`src/rtl/branch_control_if.sv`:
```
// Interface between the ALU flags and opcode source and the branch-resolution unit.
// The master side drives the opcode and flags; the slave side returns branch_valid.
interface branch_control_if #(
    parameter int OPCODE_W = 6
);
    logic [OPCODE_W-1:0] opcode;
    logic                sign;
    logic                zero_flag;
    logic                carry;
    logic                branch_valid;

    modport master (
        output opcode,
        output sign,
        output zero_flag,
        output carry,
        input  branch_valid
    );

    modport slave (
        input  opcode,
        input  sign,
        input  zero_flag,
        input  carry,
        output branch_valid
    );
endinterface

```
`src/rtl/branch_control.sv`:
```
// KGP-miniRISC branch resolution: decodes the opcode against the ALU flags and
// registers a one-cycle-latency branch_valid strobe for the PC mux.
module branch_control #(
    parameter int OPCODE_W = 6
) (
    input  logic            clk,
    input  logic            rst,
    branch_control_if.slave bus
);

    localparam logic [OPCODE_W-1:0] OP_BLTZ = OPCODE_W'(6'b000111);
    localparam logic [OPCODE_W-1:0] OP_BZ   = OPCODE_W'(6'b001000);
    localparam logic [OPCODE_W-1:0] OP_BNZ  = OPCODE_W'(6'b001001);
    localparam logic [OPCODE_W-1:0] OP_BR   = OPCODE_W'(6'b001010);
    localparam logic [OPCODE_W-1:0] OP_B    = OPCODE_W'(6'b001011);
    localparam logic [OPCODE_W-1:0] OP_BL   = OPCODE_W'(6'b001100);
    localparam logic [OPCODE_W-1:0] OP_BCY  = OPCODE_W'(6'b001101);
    localparam logic [OPCODE_W-1:0] OP_BNCY = OPCODE_W'(6'b001110);

    logic taken;

    always_comb begin
        // NOTE: the default assignment before the case prevents an inferred latch,
        // and the default arm keeps unknown or non-branch opcodes from branching.
        taken = 1'b0;
        case (bus.opcode)
            OP_BLTZ:             taken = bus.sign;
            OP_BZ:               taken = bus.zero_flag;
            OP_BNZ:              taken = ~bus.zero_flag;
            OP_BR, OP_B, OP_BL:  taken = 1'b1;
            OP_BCY:              taken = bus.carry;
            OP_BNCY:             taken = ~bus.carry;
            default:             taken = 1'b0;
        endcase
    end

    // NOTE: non-blocking assignment so every reader sees the pre-edge value.
    always_ff @(posedge clk) begin
        if (!rst) begin
            bus.branch_valid <= 1'b0;
        end else begin
            bus.branch_valid <= taken;
        end
    end

endmodule

```
`src/flat_wrapper.sv`:
```
// flat-port wrapper written by rule: the top's interface ports become plain ports
module branch_control_flat 
#(
    parameter int OPCODE_W = 6
)
  (clk, rst, bus_opcode, bus_sign, bus_zero_flag, bus_carry, bus_branch_valid);
  branch_control_if #(.OPCODE_W(OPCODE_W)) bus_i ();
  input  logic clk;
  input  logic rst;
  input wire logic [$bits(bus_i.opcode)-1:0] bus_opcode;
  input wire logic [$bits(bus_i.sign)-1:0] bus_sign;
  input wire logic [$bits(bus_i.zero_flag)-1:0] bus_zero_flag;
  input wire logic [$bits(bus_i.carry)-1:0] bus_carry;
  output wire logic [$bits(bus_i.branch_valid)-1:0] bus_branch_valid;
  assign bus_i.opcode = bus_opcode;
  assign bus_i.sign = bus_sign;
  assign bus_i.zero_flag = bus_zero_flag;
  assign bus_i.carry = bus_carry;
  assign bus_branch_valid = bus_i.branch_valid;
  branch_control #(.OPCODE_W(OPCODE_W)) u_core (.clk(clk), .rst(rst), .bus(bus_i));
endmodule
```
`config.mk`:
```
export PLATFORM = sky130hd
export DESIGN_NAME = branch_control_flat
export DESIGN_NICKNAME = d
export VERILOG_FILES = /design/src/rtl/branch_control_if.sv /design/src/rtl/branch_control.sv /design/src/flat_wrapper.sv
export SDC_FILE = /design/constraint.sdc
export NUM_CORES = 1
export LEC_CHECK = 0
export CORE_AREA = 2 2 39 41
export DETAILED_ROUTE_END_ITERATION = 10
export DIE_AREA = 0 0 41 43
export DONT_BUFFER_PORTS = 1
export GPL_TIMING_DRIVEN = 1
export SYNTH_ARGS = -nofsm -noshare
export SYNTH_HDL_FRONTEND = slang
export SYNTH_SLANG_ARGS = --single-unit
```
`constraint.sdc`:
```
create_clock -name clk -period 1.08 [get_ports clk]
set_clock_uncertainty 0.2 [all_clocks]
set_input_delay 0.162 -clock clk [delete_from_list [all_inputs] [get_ports clk]]
set_output_delay 0.162 -clock clk [all_outputs]
set_load 0.005 [all_outputs]
```
# --- Yosys cells after proc, flatten, opt, wreduce, memory -nomap -nowiden ---
# Cells that the tools add are included.
classes:
  addsub: 0
  n_mul: 0
  div_mod_pow: 0
  magnitude_cmp: 0
  n_eq_ne: 8
  shift: 0
  mux: 1
  bitwise_logic: 2
  n_reduce_logical: 1
op_table:
  columns: ["op", "count"]
  rows:
  - ["$eq A6 B4 Y1 const B", 7]
  - ["$eq A6 B3 Y1 const B", 1]
  - ["$pmux W1 S6", 1]
  - ["$reduce_or A3 Y1", 1]
  - ["$not A1 Y1", 2]
totals:
  register_bits: 1
  latchBits: 0
  ram_bits: 0
  romBits: 0
  in_bits: 11
  out_inout_bits: 1
  word_cells: 13
  n_memories: 0

# --- Depth between registers and ports, before layout ---
# Gate-level depths: netlist (run 1).
logic_depth:
  word_depth: 3
  mapped_depth: 4
  depth_no_buf: 4

# --- Worst setup path after synthesis (run 1) ---
# No wires, ideal clock.
synth_path:
  kind: "input to register"
  start: "input bus_opcode[0]"
  end: "register u_core.bus.branch_valid"
  setup_ns: 0.116
  arrival_time_ns: 0.761
  required_time_ns: 0.764
  path_slack_ns: 0.003
  stages: 4
  n_path_buf: 0
  cell_sequence: "nor3_1 > a31oi_1 > a32o_1 > and3_1"
synth_via:
  elab_chain_cells: 3
  elab_cells_between_ends: 10
  classes_between: "8 x eq/ne; 1 x mux; 1 x reduce/logical"
synth_lines:
  columns: ["item", "line_no", "text"]
  rows:
  - ["start, declared", "flat_wrapper.sv:10", "input wire logic [$bits(bus_i.opcode)-1:0] bus_opcode;"]
  - ["$eq A6 B4 Y1", "branch_control.sv:26", "case (bus.opcode)"]
  - ["$reduce_or A3 Y1", "branch_control.sv:26", null]
  - ["$pmux W1 S6 (*)", "branch_control.sv:26", null]
  - ["end signal, assigned", "branch_control.sv:42", "bus.branch_valid <= taken;"]
  - ["end, declared", "branch_control_if.sv:25", "output branch_valid"]
# Every way passes the cells marked *; elsewhere a longest branch is shown, timed or not.
# A chain may end at the register's enable or synchronous reset.

# --- Worst setup path after layout (run 1) ---
# Same ends and word-level chain as after synthesis.

==> results summary, run 1 <==
The internal cell power came out at a little over 0.05 mW. The post-synthesis net count came out at 23. The die height came out at 43 um. Across the run, the number of max-cap violations was 0.

The final-report hold violation count came out at 0. The number of violations reported at the end of detailed-routing iteration 0 is 0. The largest net degree at the start of global routing came out at 7. The area added between synthesis and finish came out at 40.6%. The count of pins over their slew limit is 0. The number of setup buffers added after CTS is 0. The final critical-path share of the clock period is 0.982. The share of power burned in combinational logic came out at 0.315. The number of nets with antenna violations after routing came out at 0. The global placement routability congestion is 0.598. Summing every instance area after synthesis gives between 80 and 90 um^2. Clock-pin slew was measured on the worst setup and hold paths at 0 ns. In the final routed layout, each cell accounts on average for approximately 9 um. The achievable clock frequency came out at between 0.9 and 1 GHz. In this run the count of I/O pins placed on the die edge is 12. The initial utilization of the core area, before any placement, comes to 0.0624. The arrival time of data at the critical path endpoint is about 0.74 ns. The final total power came out at between 0.05 and 0.06 mW. The die covers 0.00176 mm^2.

Setup repair after global routing could not meet its margin everywhere. The worst hold path belongs to the class primary input to flop. The worst-case headroom to the max-slew limit came out at 0.904. The leakage power of the design came out at 0.0419 nW. For this run, the detailed router's first-pass iteration total came to 1.

The largest driver fanout on the critical path is 3. The number of antenna violations at the first check in global routing came out at 0. The summed negative setup slack over all endpoints came out at 0 ns.

The number of buffers added on ports came out at 0. The actual slew at the worst max-slew pin came out at approximately 0.14 ns. The total DRC errors in the routed layout came out at 0. The average cell area after synthesis came out at 7.19 um^2. The run finished with clean final reports. The wire length of the first global-routing pass came out at ~300 um. The core area came out at ~0.0014 mm^2. The power density over the cells is 472 mW/mm^2. The combined global-route utilization of all metal layers came out at 0.0250.

The post-synthesis sequential element count is 1. The horizontal die dimension is a little over 40 um. The startpoint class of the critical path is a primary input. The row count is 14. After global routing the overflow that remains totals 0.

In the synthesized netlist, the number of instances is 12. The number of inserted diodes is 0. The final net count came out at 25.

The share of layout cells above drive strength 1 is 0.250. The final setup violation count is 0. The number of vias after detailed routing is 90. The register with the most flip-flops in the final layout is u_core.bus.branch_valid. Wires add up to 257 um. The largest registers in the layout are u_core.bus.branch_valid (1). After layout, the minimum clock period comes to approximately 1.1 ns. The worst IR drop on VDD came out at between 0.08 and 0.09 mV. The Yosys step of the flow raised 0 warnings. The net switching power is 0.00576 mW. The type of the setup path with the least slack is primary input to flop. The count of cell types in the netlist is 11.

After detailed routing, the number of vias per cell comes to around 3.2. STA classifies the critical path endpoint as a flop. The clock network fraction of total power is 0. The via count of the first global-routing pass is 51. The part of the Yosys area used for sequential elements is 0.232. The critical path required time is about 0.76 ns. The fraction of power consumed by sequential logic is 0.685. The number of flip-flops under the largest register name was 1.

The switching power as a share of total power came out at 0.100.
worst max-delay path, stage by stage:
cell and delay (ns):
sky130_fd_sc_hd__nor3_4 0.15, sky130_fd_sc_hd__a31oi_1 0.05, sky130_fd_sc_hd__a32o_2 0.24, sky130_fd_sc_hd__and3_1 0.13
logic make-up (layout without fill, tap and decap cells):
kind of cell / after synthesis / after routing / share of synthesized area
AND/OR/NAND/NOR: 6 / 6 / 0.420
AO/OA/AOI/OAI: 4 / 4 / 0.304
flip-flops: 1 / 1 / 0.232
buffers and inverters: 1 / 1 / 0.0434
power groups by stage:
stage                     clock network (mW)  logic [mW]  registers, mW
after floorplan                            0      0.0136         0.0392
after global routing                       0      0.0202         0.0394
after global placement                     0      0.0155         0.0393
after detailed placement                   0      0.0158         0.0393
final                                      0      0.0181         0.0393
after CTS                                  0      0.0164         0.0393
final cells by class:
| type | count | area (um^2) |
|---|---|---|
| Tap cell | 16 | 20.0 |
| Sequential cell | 1 | 20.0 |
| Fill cell | 157 | 1260 |
| Inverter | 1 | 3.75 |
| Multi-Input combinational cell | 10 | 77.6 |
path summary, 6_finish.rpt:
check	start	endpoint	slack (ns)	depth (start not counted)
setup / recovery	bus_opcode[0]	u_core.bus.branch_valid	0.02	4
hold / removal	rst	u_core.bus.branch_valid	0.13	1
synth_stat cells:
cell,n,share of area
sky130_fd_sc_hd__nor2b_1,2,0.14
sky130_fd_sc_hd__nor2_1,1,0.043
sky130_fd_sc_hd__inv_1,1,0.043
sky130_fd_sc_hd__dfxtp_1,1,0.23
sky130_fd_sc_hd__o21ai_1,1,0.058
sky130_fd_sc_hd__o21ai_0,1,0.058
sky130_fd_sc_hd__a31oi_1,1,0.073
sky130_fd_sc_hd__nor3_1,1,0.058
sky130_fd_sc_hd__a32o_1,1,0.12
sky130_fd_sc_hd__nand4b_1,1,0.10
sky130_fd_sc_hd__and3_1,1,0.073
what timing repair did:
item	in CTS	in global routing
hold buffers	0	0
pin swaps	3	0
setup endpoints to repair	1	1
gates resized for setup	1	3
per-layer routing:
layer  track usage  share of wire
met5             0              0
met4             0              0
met3        0.0419           0.35
met2        0.0281           0.33
met1        0.0254           0.32
through the flow:
stage,setup slack [ns],util,area (um^2),hold slack (ns),std cells
after CTS,0.0160,0.0805,111,0.129,28
final,0.0197,0.0877,121,0.126,28
after global routing,-0.0154,0.0877,121,0.135,28
after global placement,-0.0484,0.0769,106,0.109,28
after detailed placement,-0.0619,0.0769,106,0.115,28
after floorplan,0.00314,-,86.3,0.108,12
Power figures use the tool's default switching activity.
==> inputs of run 2 (changes only) <==
--- a/config.mk
+++ b/config.mk
@@ -5,6 +5,7 @@
 export SDC_FILE = /design/constraint.sdc
 export NUM_CORES = 1
 export LEC_CHECK = 0
+export ABC_AREA = 1
 export CORE_AREA = 2 2 39 41
 export DETAILED_ROUTE_END_ITERATION = 10
 export DIE_AREA = 0 0 41 43
==> results summary, run 2 <==
The switching power as a share of total power is 0.177. The first global-routing pass estimated 269 um of wire. The share of total power dissipated in combinational logic is 0.325.

The number of flops mapped to enable cells by yosys came out at 0. Averaged over all synthesized cells, the footprint is 5.00 um^2. u_core.bus.branch_valid holds more flip-flops than any other register. The placement-stage cell area is 120 um^2. The area taken by multi-input logic gates is between 60 and 70 um^2. The largest net degree at the start of global routing is 5. The final-report hold violation count is 0. The run finished with clean final reports. The final critical-path share of the clock period is 0.743. The post-synthesis sequential element count came out at 1. The die footprint came out at 0.00176 mm^2. In the final layout, the share of cells above drive strength 1 is 0. Static timing analysis puts the maximum clock frequency at roughly 1.2 GHz. The reported max-cap violation count came out at 0. The library cell contributing the largest single delay on the critical path is sky130_fd_sc_hd__o21ai_0. The fraction of power consumed by sequential logic came out at 0.675.

The number of iterations in the first detailed-routing pass is 2. The total DRC errors in the routed layout is 0. The total routed wirelength came out at 238 um. At the pin with the least slew margin, the transition time is ~0.14 ns. The number of buffers added on ports is 0. Summing all flip-flop and latch instances after layout gives about 20 um^2. Measured against its own limit, the worst slew margin works out to 0.907. The worst IR drop on VDD is about 0.076 mV. The largest single stage delay on the critical path is about 0.14 ns.

The number of antenna violations at the first check in global routing is 0. Across all layers, the routed design uses around 110 vias. Setup repair after global routing left no endpoint under its margin. After clock tree synthesis, the flow added hold-fix buffers numbering 0. The final setup violation count is 0. STA classifies the critical path startpoint as a primary input. The fraction of synthesis flops using an asynchronous set or reset pin is 0. The combined global-route utilization of all metal layers came out at 0.0210. The largest registers in the layout are u_core.bus.branch_valid (1). The initial core utilization came out at 0.0723. The type of the setup path with the least slack is primary input to flop. The global placement routability congestion came out at approximately 0.45. The power density over the cells is a little under 500 mW/mm^2. Once the clock tree was built, the setup fixing pass inserted 0 buffers. The worst hold margin is roughly 0.11 ns. The clock network fraction of total power came out at 0. The area added between synthesis and finish came out at 20.0%. Dividing the detail-routed via count by the number of cells gives 3.08.

The most used flip-flop cell after synthesis is sky130_fd_sc_hd__dfxtp_1. The type of destination of the critical path is a flop. The via count of the first global-routing pass is 73. The count of pins over their slew limit is 0. Data on the critical path arrives at its endpoint at approximately 0.48 ns. Yosys attributes the largest share of cell area to sky130_fd_sc_hd__nand2_1 30%, sky130_fd_sc_hd__dfxtp_1 20%, sky130_fd_sc_hd__inv_1 15%, sky130_fd_sc_hd__nand3_1 10%, sky130_fd_sc_hd__a21boi_0 7.5%. The number of flip-flops under the largest register name is 1. The total half-perimeter wirelength after legalization and detailed placement came out at between 200 and 250 um. The cell count after synthesis came out at 20.

Setup slack closes at around 0.28 ns. Counting the fill cells in the layout gives between 150 and 200. sky130_fd_sc_hd__nand2_1 takes more of the synthesized area than any other cell. The pre-CTS worst setup slack is approximately 0.28 ns. The number of violations reported at the end of detailed-routing iteration 0 came out at 3. The horizontal die dimension came out at 41 um. Yosys printed 0 warnings. The count of cells resized by post-cts repair is 0. The final instance area came out at around 120 um^2.

The internal power of the cells totals 0.0479 mW. The library cell used most frequently in the layout, excluding fill and tap cells, is sky130_fd_sc_hd__nand2_1. When the netlist entered floorplanning its net count stood at 31. The largest driver fanout on the critical path came out at 1. The netlist uses 8 different library cells. The number of nets with antenna violations after routing is 0.

Summed over all cells, the static leakage comes to between 0.06 and 0.07 nW. The routed length per placed instance came out at approximately 6.6 um. Sorting the synthesized cells by how often they occur yields 8 x sky130_fd_sc_hd__nand2_1, 4 x sky130_fd_sc_hd__inv_1, 2 x sky130_fd_sc_hd__nand3_1, 2 x sky130_fd_sc_hd__nor2_1. The critical path goes through nand2_1, nor2_1, o21ai_0, a21oi_1. The tightest min-delay check is of the primary input to flop type.

The total overflow left after global routing is 0. The final total power came out at approximately 0.058 mW. In the layout the commonest cells are 8 x sky130_fd_sc_hd__nand2_1, 4 x sky130_fd_sc_hd__inv_1, 2 x sky130_fd_sc_hd__nand3_1, 2 x sky130_fd_sc_hd__nor2_1. After clock tree synthesis, the clock-pin slew on the worst setup and hold paths is 0 ns. The summed negative setup slack over all endpoints is 0 ns.

The row count is 14. The final net count is 33. The number of inserted diodes is 0. The area fraction of the dominant cell type after synthesis is 0.300. The part of the Yosys area used for sequential elements is 0.200. After floorplanning, the core was sized to cover 0.00138 mm^2. The critical path required time is about 0.76 ns.

The die height came out at ~43 um. Summed over all nets, the switching power comes to around 0.010 mW. The most frequent cell after synthesis is sky130_fd_sc_hd__nand2_1. The final critical path time including I/O delays and setup is ~0.80 ns. After synthesis the cells add up to 100 um^2.

For this design the top-level I/O count stands at 12.
[run 2: final cells by class]
cell class / instances / area share
flip-flops and latches: 1 / 0.167
inverters: 4 / 0.125
well taps: 16 / 0.167
multi-input cells: 15 / 0.542
[run 2: layer usage]
metal	vias to the layer above	track usage	wire length [um]
met2	14	0.0250	42
met3	0	0.0105	89
met4	0	0	0
met1	36	0.0348	106
li1	61	-	-
met5	-	0	0
[run 2: cells by family after synthesis]
family	Yosys count	share of synthesized area
DFF	1	0.200
buffers and inverters	4	0.150
and+or+nand+nor	12	0.475
AOI/OAI and AO/OA	3	0.175
[run 2: power groups by stage]
stage / sequential, mW / clock (mW) / combinational, mW
3_5_place_dp: 0.0393 / 0 / 0.0187
4_1_cts: 0.0393 / 0 / 0.0188
6_report: 0.0393 / 0 / 0.0189
2_1_floorplan: 0.0392 / 0 / 0.0166
3_3_place_gp: 0.0393 / 0 / 0.0180
5_1_grt: 0.0395 / 0 / 0.0221
[run 2: path summary, 6_finish.rpt]
kind / startpoint / to / slack [ns] / depth (start not counted)
worst max-delay path: bus_sign / u_core.bus.branch_valid / 0.28 / 4
worst min-delay path: bus_opcode[3] / u_core.bus.branch_valid / 0.11 / 2
[run 2: critical path, delay by kind of cell]
kind,cells,cell delay (ns)
compound gates,2,0.22
simple gates,2,0.10
[run 2: through the flow]
stage,utilization,instances
floorplan,-,20
global placement,0.0868,36
detailed placement,0.0868,36
CTS,0.0868,36
global route,0.0868,36
finish,0.0868,36
==> inputs of run 3 (changes only) <==
==> constraint.sdc (replaced) <==
create_clock -name clk -period 0.8 [get_ports clk]
set_clock_uncertainty 0.2 [all_clocks]
set_input_delay 0.12 -clock clk [delete_from_list [all_inputs] [get_ports clk]]
set_output_delay 0.12 -clock clk [all_outputs]
set_load 0.005 [all_outputs]
==> results summary, run 3 (synthesis results as in run 2) <==
The run finished with clean final reports. The worst hold path endpoint is u_core.bus.branch_valid. The per-cell via count in the routed design is 3.22. Dividing the detail-routed wire length by the instance count gives between 6 and 7 um. The achievable clock frequency is roughly 1.4 GHz. The area added between synthesis and finish came out at 20.0%. The maximum cell stage delay along the critical path came out at ~0.1 ns. Once layout is complete, the utilization of the core stands at 0.0868. The pre-CTS worst setup slack came out at roughly 0.020 ns. The largest individual stage delay along the critical path comes from the cell sky130_fd_sc_hd__a21oi_1. The number of nets with antenna violations after routing is 0. The worst hold margin came out at 0.0670 ns. The initial core utilization is 0.0723. The most numerous cell type found on the critical path is sky130_fd_sc_hd__nand2_1.

Adding up every negative setup slack in the final design gives 0 ns. The final instance count without filler cells came out at 36. The clock edge transition at the registers on the reported setup and hold paths came out at 0 ns.

The number of inserted diodes came out at 0. The total DRC errors in the routed layout came out at 0. Post-CTS timing repair inserted 0 buffers for setup. Headroom to the max-slew limit came out at 0.930. The number of antenna violations at the first check in global routing came out at 0. The total routed wirelength is 246 um. Entering global routing, the biggest net connects 5 pins. The number of buffers added on ports came out at 0.

The total half-perimeter wirelength after legalization and detailed placement came out at 232 um. The leakage power of the design is about 0.061 nW. For the pin with the worst max-slew slack, the measured transition is 0.105 ns. The final net count is 33.

The cell depth of the worst min-delay path is 2. The arrival time of data at the critical path endpoint came out at roughly 0.46 ns. The final-report hold violation count came out at 0. In this run the count of I/O pins placed on the die edge is 12. The library cell used most frequently in the layout, excluding fill and tap cells, is sky130_fd_sc_hd__nand2_1.

The die height is approximately 43 um. The row count came out at 14. The worst setup path is of the primary input to flop kind.

The wire length of the first global-routing pass came out at roughly 330 um. The floorplan step set the die width to 41 um. The number of flip-flops under the largest register name is 1. The final instance area came out at roughly 120 um^2. Along the worst path, the maximum fanout reaches 2. The number of vias after detailed routing is between 100 and 150. The detailed router finished its first iteration with 2 violations. The instance count after placement with tap cells included is 36. The core area is between 0.001 and 0.0015 mm^2. The total global routing overflow came out at 0. Setup repair after global routing left no endpoint under its margin.

The placement-stage cell area came out at around 120 um^2. The final total power is just under 0.08 mW. The share of layout cells above drive strength 1 came out at 0. Walking the worst path, the cells encountered are nand2_1, nand3_1, nand2_1, nand2_1, a21oi_1. After filler insertion, the fill cell instance count of the layout stands at between 150 and 200. The first detailed-routing pass ran for 4 iterations.

Leaving out fill and tap cells, the most frequent cells in the layout are 8 x sky130_fd_sc_hd__nand2_1, 4 x sky130_fd_sc_hd__inv_1, 2 x sky130_fd_sc_hd__nand3_1, 2 x sky130_fd_sc_hd__nor2_1. The worst IR drop on VDD is 0.105 mV. The die covers between 0.0015 and 0.002 mm^2. The path class of the lowest-slack min-delay path is primary input to flop. In the final layout, the registers with the most flip-flops are u_core.bus.branch_valid (1).

The final critical path time including I/O delays and setup is between 0.7 and 0.8 ns. In the finished design, the share of the clock period the worst path needs comes to 0.909. The worst setup path is launched from a primary input. The worst hold path begins at bus_opcode[3]. The via count of the first global-routing pass was 95. The combined global-route utilization of all metal layers is 0.0260. The critical path required time is 0.53 ns. The final setup violation count is 0.

The reported max-cap violation count is 0. Dividing total power by cell area gives a power density of 661 mW/mm^2. The count of pins over their slew limit came out at 0. The worst path meets setup with ~0.073 ns of slack. STA classifies the critical path endpoint as a flop. At the end of routability-driven placement, the weighted congestion stood at roughly 0.45. More flip-flops sit in one register than any other, and that register is u_core.bus.branch_valid.
-- run 3: cell count changes in the layout (fill, tap and decap cells not counted) --
| cell | delta |
|---|---|
| sky130_fd_sc_hd__o21ai_0 | -1 |
| sky130_fd_sc_hd__a21boi_1 | +1 |
| sky130_fd_sc_hd__o21ai_1 | +1 |
| sky130_fd_sc_hd__a21boi_0 | -1 |
-- run 3: worst max path at each step --
stage / from / endpoint / cells after the start
floorplan: bus_opcode[1] / u_core.bus.branch_valid / 3
global placement: bus_opcode[1] / u_core.bus.branch_valid / 3
detailed placement: bus_opcode[1] / u_core.bus.branch_valid / 3
CTS: bus_opcode[1] / u_core.bus.branch_valid / 3
global route: bus_carry / u_core.bus.branch_valid / 6
finish: bus_carry / u_core.bus.branch_valid / 5
-- run 3: worst max-delay path: cells and delay by family --
kind / cells / cell delay, ns
compound gates: 1 / 0.10
simple gates: 4 / 0.24
-- run 3: cell type report --
type	instances	area (um^2)	share of cell area
Inverter	4	15.0	0.125
Multi-Input combinational cell	15	65.1	0.542
Sequential cell	1	20.0	0.167
Tap cell	16	20.0	0.167
-- run 3: power by group --
part / leakage (nW) / switching (mW) / internal [mW]
Clock: 0 / 0 / 0
Sequential: 0.00812 / 0.000605 / 0.0524
Combinational: 0.0529 / 0.0135 / 0.0129
-- run 3: timing repair --
| action | in CTS | in global routing |
|---|---|---|
| hold buffers | 0 | 0 |
| gates resized for setup | 0 | 2 |
| setup endpoints to repair | 0 | 1 |
-- run 3: per-layer routing --
metal  up-vias  part of all wire  track usage
li1         61                 -            -
met1        41              0.41       0.0348
met2        14              0.22       0.0344
met3         0              0.37       0.0209
met4         0                 0            0
met5         -                 0            0
